`config.mk`:
```
export PLATFORM = sky130hd
export DESIGN_NAME = fifo_uart_tx
export DESIGN_NICKNAME = d
export VERILOG_FILES = /design/src/rtl/uart_pkg.sv /design/src/rtl/uart_baud_gen.sv /design/src/rtl/fifo_uart_tx.sv
export SDC_FILE = /design/constraint.sdc
export NUM_CORES = 1
export LEC_CHECK = 0
export CORE_AREA = 2 2 63 65
export CTS_CLUSTER_DIAMETER = 50
export DETAILED_ROUTE_END_ITERATION = 10
export DIE_AREA = 0 0 65 67
export SLEW_MARGIN = 10
export SYNTH_ARGS = -nofsm -noshare
export SYNTH_HDL_FRONTEND = slang
export SYNTH_HIERARCHICAL = 1
export SYNTH_SLANG_ARGS = --single-unit
```
`constraint.sdc`:
```
create_clock -name clk -period 1.8 [get_ports clk]
set_input_delay 0.36 -clock clk [delete_from_list [all_inputs] [get_ports clk]]
set_output_delay 0.36 -clock clk [all_outputs]
set_load 0.01 [all_outputs]
```
`src/rtl/uart_pkg.sv`:
```
// uart_pkg: definitions shared by the UART transmit path and the future receiver.
//   - FSM state encoding as 3-bit localparams, plus the enum built on top of them.
//   - Line levels for the idle/stop condition and the start bit.
// No ports; import with "import uart_pkg::*;".
package uart_pkg;

   localparam logic [2:0] ST_IDLE   = 3'd0;
   localparam logic [2:0] ST_POP    = 3'd1;
   localparam logic [2:0] ST_LOAD   = 3'd2;
   localparam logic [2:0] ST_START  = 3'd3;
   localparam logic [2:0] ST_DATA   = 3'd4;
   localparam logic [2:0] ST_PARITY = 3'd5;
   localparam logic [2:0] ST_STOP   = 3'd6;

   typedef enum logic [2:0] {
      S_IDLE   = ST_IDLE,
      S_POP    = ST_POP,
      S_LOAD   = ST_LOAD,
      S_START  = ST_START,
      S_DATA   = ST_DATA,
      S_PARITY = ST_PARITY,
      S_STOP   = ST_STOP
   } uart_state_e;

   localparam logic UART_IDLE_LEVEL  = 1'b1;
   localparam logic UART_START_LEVEL = 1'b0;

endpackage

```
`src/rtl/uart_baud_gen.sv`:
```
// uart_baud_gen: bit-period counter shared by the UART TX and RX blocks.
// Counts 0..CLKS_PER_BIT-1 and wraps; bit_end marks the last cycle of a bit.
// Ports:
//   clk      in   system clock, rising edge
//   rst      in   asynchronous reset, active-high
//   clear    in   hold the counter at zero (restarts bit timing)
//   bit_end  out  high in the final cycle of the current bit period
module uart_baud_gen #(
   parameter int unsigned CLKS_PER_BIT = 16
) (
   input  logic clk,
   input  logic rst,
   input  logic clear,
   output logic bit_end
);

   localparam int unsigned CNT_W = (CLKS_PER_BIT > 1) ? $clog2(CLKS_PER_BIT) : 1;
   localparam logic [CNT_W-1:0] CNT_LAST = CNT_W'(CLKS_PER_BIT - 1);

   logic [CNT_W-1:0] cnt_q;
   logic [CNT_W-1:0] cnt_d;

   always_comb begin
      cnt_d = cnt_q;
      if (clear || (cnt_q == CNT_LAST)) begin
         cnt_d = '0;
      end else begin
         cnt_d = cnt_q + 1'b1;
      end
   end

   always_ff @(posedge clk or posedge rst) begin
      if (rst) begin
         cnt_q <= '0;
      end else begin
         cnt_q <= cnt_d;
      end
   end

   assign bit_end = (cnt_q == CNT_LAST);

endmodule

```
`src/rtl/fifo_uart_tx.sv`:
```
// fifo_uart_tx: drains the 8-bit TX FIFO one byte at a time and serializes
// each byte as an asynchronous UART frame (start, DATA_W bits LSB first,
// optional parity, STOP_BITS stop bits) onto the tx pin.
// Build option: define UART_TX_PARITY_EN to add a parity bit after the data
// bits (even parity, or odd with PARITY_ODD=1).
// Ports:
//   clk         in   system clock, rising edge
//   rst         in   asynchronous reset, active-high
//   tx_en       in   permits a new frame; looked at only while idle
//   fifo_empty  in   FIFO empty flag
//   fifo_data   in   FIFO data_out, valid the cycle after fifo_pop
//   fifo_pop    out  one-cycle pop strobe, one per frame
//   tx          out  serial line, idle high
//   busy        out  high whenever a frame is being fetched or sent
//   tx_done     out  pulse in the last cycle of the final stop bit
module fifo_uart_tx
   import uart_pkg::*;
#(
   parameter int unsigned CLKS_PER_BIT = 16,
   parameter int unsigned DATA_W       = 8,
   parameter int unsigned STOP_BITS    = 1
`ifdef UART_TX_PARITY_EN
   ,
   parameter logic        PARITY_ODD   = 1'b0
`endif
) (
   input  logic              clk,
   input  logic              rst,
   input  logic              tx_en,
   input  logic              fifo_empty,
   input  logic [DATA_W-1:0] fifo_data,
   output logic              fifo_pop,
   output logic              tx,
   output logic              busy,
   output logic              tx_done
);

   localparam int unsigned IDX_W = (DATA_W > 1) ? $clog2(DATA_W) : 1;
   localparam logic [IDX_W-1:0] IDX_LAST = IDX_W'(DATA_W - 1);
   // Only 1 or 2 stop bits exist, so a single bit indexes them.
   localparam logic STOP_LAST = (STOP_BITS > 1);

   uart_state_e       state_q, state_d;
   logic [DATA_W-1:0] shift_q, shift_d;
   logic [IDX_W-1:0]  bit_idx_q, bit_idx_d;
   logic              stop_idx_q, stop_idx_d;
   logic              tx_q, tx_d;
   logic              fifo_pop_q, fifo_pop_d;
   logic              busy_q, busy_d;
`ifdef UART_TX_PARITY_EN
   logic              parity_q, parity_d;
`endif

   logic baud_clear;
   logic bit_end;

   // Bit timing restarts at the first START cycle; the counter is parked at
   // zero while idle and during the two fetch cycles.
   assign baud_clear = (state_q == S_IDLE) || (state_q == S_POP) || (state_q == S_LOAD);

   uart_baud_gen #(
      .CLKS_PER_BIT(CLKS_PER_BIT)
   ) u_baud (
      .clk    (clk),
      .rst    (rst),
      .clear  (baud_clear),
      .bit_end(bit_end)
   );

   always_comb begin
      state_d    = state_q;
      shift_d    = shift_q;
      bit_idx_d  = bit_idx_q;
      stop_idx_d = stop_idx_q;
`ifdef UART_TX_PARITY_EN
      parity_d   = parity_q;
`endif
      case (state_q)
         S_IDLE: begin
            if (tx_en && !fifo_empty) begin
               state_d = S_POP;
            end
         end
         S_POP: begin
            state_d = S_LOAD;
         end
         S_LOAD: begin
            // fifo_data is the registered FIFO output answering last cycle's pop.
            shift_d    = fifo_data;
            bit_idx_d  = '0;
            stop_idx_d = 1'b0;
`ifdef UART_TX_PARITY_EN
            parity_d   = (^fifo_data) ^ PARITY_ODD;
`endif
            state_d    = S_START;
         end
         S_START: begin
            if (bit_end) begin
               state_d = S_DATA;
            end
         end
         S_DATA: begin
            if (bit_end) begin
               shift_d = shift_q >> 1;
               if (bit_idx_q == IDX_LAST) begin
`ifdef UART_TX_PARITY_EN
                  state_d = S_PARITY;
`else
                  state_d = S_STOP;
`endif
               end else begin
                  bit_idx_d = bit_idx_q + 1'b1;
               end
            end
         end
`ifdef UART_TX_PARITY_EN
         S_PARITY: begin
            if (bit_end) begin
               state_d = S_STOP;
            end
         end
`endif
         S_STOP: begin
            if (bit_end) begin
               if (stop_idx_q == STOP_LAST) begin
                  state_d = S_IDLE;
               end else begin
                  stop_idx_d = 1'b1;
               end
            end
         end
         default: begin
            state_d = S_IDLE;
         end
      endcase

      // Outputs are registered from the next state so the pin never glitches.
      case (state_d)
         S_START: tx_d = UART_START_LEVEL;
         S_DATA:  tx_d = shift_d[0];
`ifdef UART_TX_PARITY_EN
         S_PARITY: tx_d = parity_d;
`endif
         default: tx_d = UART_IDLE_LEVEL;
      endcase
      fifo_pop_d = (state_d == S_POP);
      busy_d     = (state_d != S_IDLE);
   end

   always_ff @(posedge clk or posedge rst) begin
      if (rst) begin
         state_q    <= S_IDLE;
         shift_q    <= '0;
         bit_idx_q  <= '0;
         stop_idx_q <= 1'b0;
         tx_q       <= UART_IDLE_LEVEL;
         fifo_pop_q <= 1'b0;
         busy_q     <= 1'b0;
`ifdef UART_TX_PARITY_EN
         parity_q   <= 1'b0;
`endif
      end else begin
         state_q    <= state_d;
         shift_q    <= shift_d;
         bit_idx_q  <= bit_idx_d;
         stop_idx_q <= stop_idx_d;
         tx_q       <= tx_d;
         fifo_pop_q <= fifo_pop_d;
         busy_q     <= busy_d;
`ifdef UART_TX_PARITY_EN
         parity_q   <= parity_d;
`endif
      end
   end

   assign tx       = tx_q;
   assign fifo_pop = fifo_pop_q;
   assign busy     = busy_q;
   // Decoded purely from registers: last cycle of the final stop bit.
   assign tx_done  = (state_q == S_STOP) && bit_end && (stop_idx_q == STOP_LAST);

endmodule

```
==> Implementation_results.wiki <==
{| class="wikitable"
! Metric !! Value
|-
| Routed met3 length || around 87 um
|-
| DR vias || 858
|-
| Sequential cell area fraction in the yosys report || about half
|-
| Global-route wire length before repair || ~3800 um
|-
| Net count of the mapped netlist || 120
|-
| Source-to-sink clock delay at the later pin of the worst-skew pair || ~0.26 ns
|-
| Worst hold path class || input port to asynchronous set/reset pin
|-
| Number of antenna violations at the first check in global routing || 0
|-
| Met2 routed WL || around 1100 um
|-
| Max-cap violation count || 0
|-
| Predominant post-synthesis flop cell || dfrtp_1
|-
| Vias in the first global route || 860
|-
| Initial core utilization || between 20% and 30%
|-
| Cell type with the highest occurrence count on the critical path || a21oi_1
|-
| Post-layout total power || around 2 mW
|-
| Overflow left after global routing || 0
|-
| Highest layer used for signal routing || met4
|-
| Power per cell area || between 1000 and 1500 nW/um2
|-
| P_leak || 0.629 nW
|-
| Final-layout setup total negative slack || 0 ns
|-
| Final routed DRC violation total || 0
|-
| Overall die width || about 65 um
|-
| Number of enable flip-flop cells after synthesis || 0
|-
| Critical R2R Launch || u_baud/cnt_q[0]
|-
| Clock slew at the register clock pins of the worst setup and hold paths || about 0.08 ns
|-
| Synth Warn # || 6
|-
| Max Buffers Root-to-Sink || 2
|-
| Seq cells post-synth || 22
|-
| Overall routing resource usage || 11.4%
|-
| Critical Path Start Type || register
|-
| Proportion of synthesized flip-flops having asynchronous set or reset || between 90% and 100%
|-
| Number of H-tree levels || 1
|-
| Layout cell share with drive strength beyond 1 || roughly 18%
|-
| Ranking of synthesized cells by instance count || dfrtp_1 (21), nand2_1 (17), a21oi_1 (7), a22oi_1 (6), nor2_1 (6)
|-
| TritonCTS clock tree || yes
|-
| Core Area || between 3000 and 4000 um2
|-
| Detailed placement HPWL || 1640 um
|-
| Portion of synthesized cell area occupied by the leading cell type || approximately half
|-
| Data arrival time at the worst-slack endpoint || between 1.5 and 2 ns
|-
| Setup repair after global routing missed its margin || true
|-
| Ordered list of cells on the worst path || ha_1 > and3_4 > buf_4 > a311oi_1 > a21oi_1 > a21oi_1 > nand2b_1
|-
| Outcome || finished, final reports clean
|-
| Worst-path cell with the longest stage delay || dfrtp_1
|-
| Number of rows created at floorplan || 22
|-
| Largest incremental delay on the critical path || approximately 0.39 ns
|-
| Drt via density || about 4.8
|-
| Number of hold violations in the final report || 0
|-
| Number of nets still failing antenna checks after routing || 0
|-
| Number of pins exceeding their max-slew limit in the final report || 0
|-
| Setup-failing EPs final || 0
|-
| Cell family with most CP delay || compound AO/OA/AOI/OAI gates
|-
| Die area || around 4400 um2
|-
| Area of the mapped netlist || between 1000 and 1500 um2
|-
| Setup repair bufs after CTS || 0
|-
| Library cell used as clock root buffer || clkbuf_8
|-
| PnR worst setup slack || 0.114 ns
|-
| Min Tclk post-route || between 1.5 and 2 ns
|-
| Nets || about 150
|-
| Reg2reg setup slack || 0.11 ns
|-
| Port Buffer Count || 15
|-
| Pin count of the biggest net entering global routing || 19
|-
| Number of unique standard cell types used by synthesis || 34
|-
| Area leader, netlist || dfrtp_1
|-
| Worst slew margin relative to its limit || about four fifths
|-
| Slew @ Worst Pin || slightly above 0.3 ns
|-
| Mean cell area of the mapped netlist || slightly above 10 um2
|-
| Final period utilization || between 90% and 100%
|-
| Critical path fanouts, max || 7
|-
| Worst setup path class || register to register
|-
| Clock sinks || 22
|-
| Pre-Repair DR Iteration Count || 4
|-
| IO Pins || 16
|-
| Worst ir drop on vdd || 0.730 mV
|-
| Bufs and invs on worst path || 1
|-
| Setup Slack @ Placement || -0.00206 ns
|-
| Critical path required time || 1.94 ns
|-
| Fmax || 593 MHz
|-
| Cell types occupying the most area after synthesis || dfrtp_1 (49%), nand2_1 (5.9%), a22oi_1 (4.2%)
|-
| Worst flop-to-flop path endpoint || busy
|-
| Critical Path Sink Type || register
|-
| M1 wire length || roughly 1000 um
|-
| FF-to-FF path depth || 7
|-
| Antenna Diode Count || 0
|-
| Post-CTS Hold Buffers || 0
|-
| First DRT Iteration DRCs || 28
|-
| Placer's final routability congestion estimate || between 0.8 and 0.9
|-
| Worst-case clock skew || 0.00514 ns
|-
| Most numerous cell in the Yosys netlist || dfrtp_1
|-
| TritonCTS buffer count || 3
|-
| Relative area change from synthesis to final layout || 31.4%
|-
| Routed wire length per instance || between 10 and 15 um
|-
| Die H || between 60 and 70 um
|-
| Cells after Synth || about 110
|-
| Total wire length after detailed routing || about 2200 um
|}
-- metrics by stage --
step / hold slack [ns] / instance area [um2] / util [%] / instances
2_1_floorplan: 0.126 / 1080 / - / 105
3_3_place_gp: 0.461 / 1350 / 37.3 / 174
3_5_place_dp: 0.465 / 1350 / 37.3 / 174
4_1_cts: 0.302 / 1420 / 39.3 / 178
5_1_grt: 0.318 / 1420 / 39.2 / 178
6_report: 0.304 / 1420 / 39.2 / 178
-- final cells by class --
type                            count  area (um2)
Tap cell                           48        60.1
Timing Repair Buffer               26         228
Fill cell                         359        2190
Clock buffer                        3        41.3
Sequential cell                    22         552
Clock inverter                      1        30.0
Multi-Input combinational cell     73         485
Inverter                            5        18.8
-- layer usage --
metal / up-vias / track usage (%)
li1: 422 / -
met1: 417 / 13.0
met3: 4 / 3.55
met4: 0 / 2.39
met2: 15 / 20.9
met5: - / 0
-- placed cells by master, fill, tap and decap left out, types with 2 or more instances in the layout --
cell             netlist  routed
nor2_1                 6       6
a31oi_1                2       2
dfrtp_1               21      21
buf_4                  0      11
clkbuf_8               0       3
clkdlybuf4s50_1        0      14
o21ai_1                4       4
nand2_1               17      17
a311oi_1               2       2
nor3_1                 2       2
a22oi_1                6       6
ha_1                   3       3
a21oi_1                7       7
nand2b_1               3       3
nor2b_1                2       2
inv_1                  5       5
-- worst max path at each step --
stage | cells after the start | end | slack, ns | from
floorplan | 7 | bit_idx_q[1] | 0.06 | u_baud/cnt_q[0]
CTS | 5 | tx_done | 0.003 | u_baud/cnt_q[0]
detailed placement | 5 | tx_done | -0.002 | u_baud/cnt_q[0]
finish | 7 | busy | 0.11 | u_baud/cnt_q[0]
global placement | 5 | tx_done | 0.03 | u_baud/cnt_q[0]
global route | 7 | shift_q[6] | -0.009 | u_baud/cnt_q[0]
-- cell families (layout without fill, tap and decap cells) --
group	after synthesis	in the layout	synth area share (%)
AOI/OAI and AO/OA	27	27	17.2
xor gates and xnor gates	1	1	0.813
adders and majority gates	3	3	3.48
buffers and inverters	10	35	4.06
DFF	22	22	51.2
and+or+nand+nor	42	42	23.2
-- sequential cells by signal, indices dropped and copies added, names as in the netlist --
| name | flops |
|---|---|
| busy | 1 |
| shift_q | 8 |
| state_q | 3 |
| tx | 1 |
| fifo_pop | 1 |
| u_baud/cnt_q | 4 |
| stop_idx_q | 1 |
| bit_idx_q | 3 |
-- report_power, final --
group          switching [mW]  total (mW)  internal, mW  leakage (nW)
Sequential              0.114       0.793         0.679         0.269
Clock                   0.158       0.455         0.297        0.0357
Combinational           0.380       0.774         0.394         0.325
-- worst reg2reg max path, delay by kind of cell, from the launching register on --
family                     cells  cell delay (ns)
adders and majority gates      1             0.22
DFF                            1             0.39
and+or+nand+nor                2             0.27
buffers and inverters          1             0.15
AOI/OAI and AO/OA              3             0.54
-- timing repair --
action / CTS / global route
setup endpoints to repair: 2 / 5
gates resized for setup: 3 / 2
cloned: 0 / 0
Note: power is estimated with default switching activity, not from simulation.
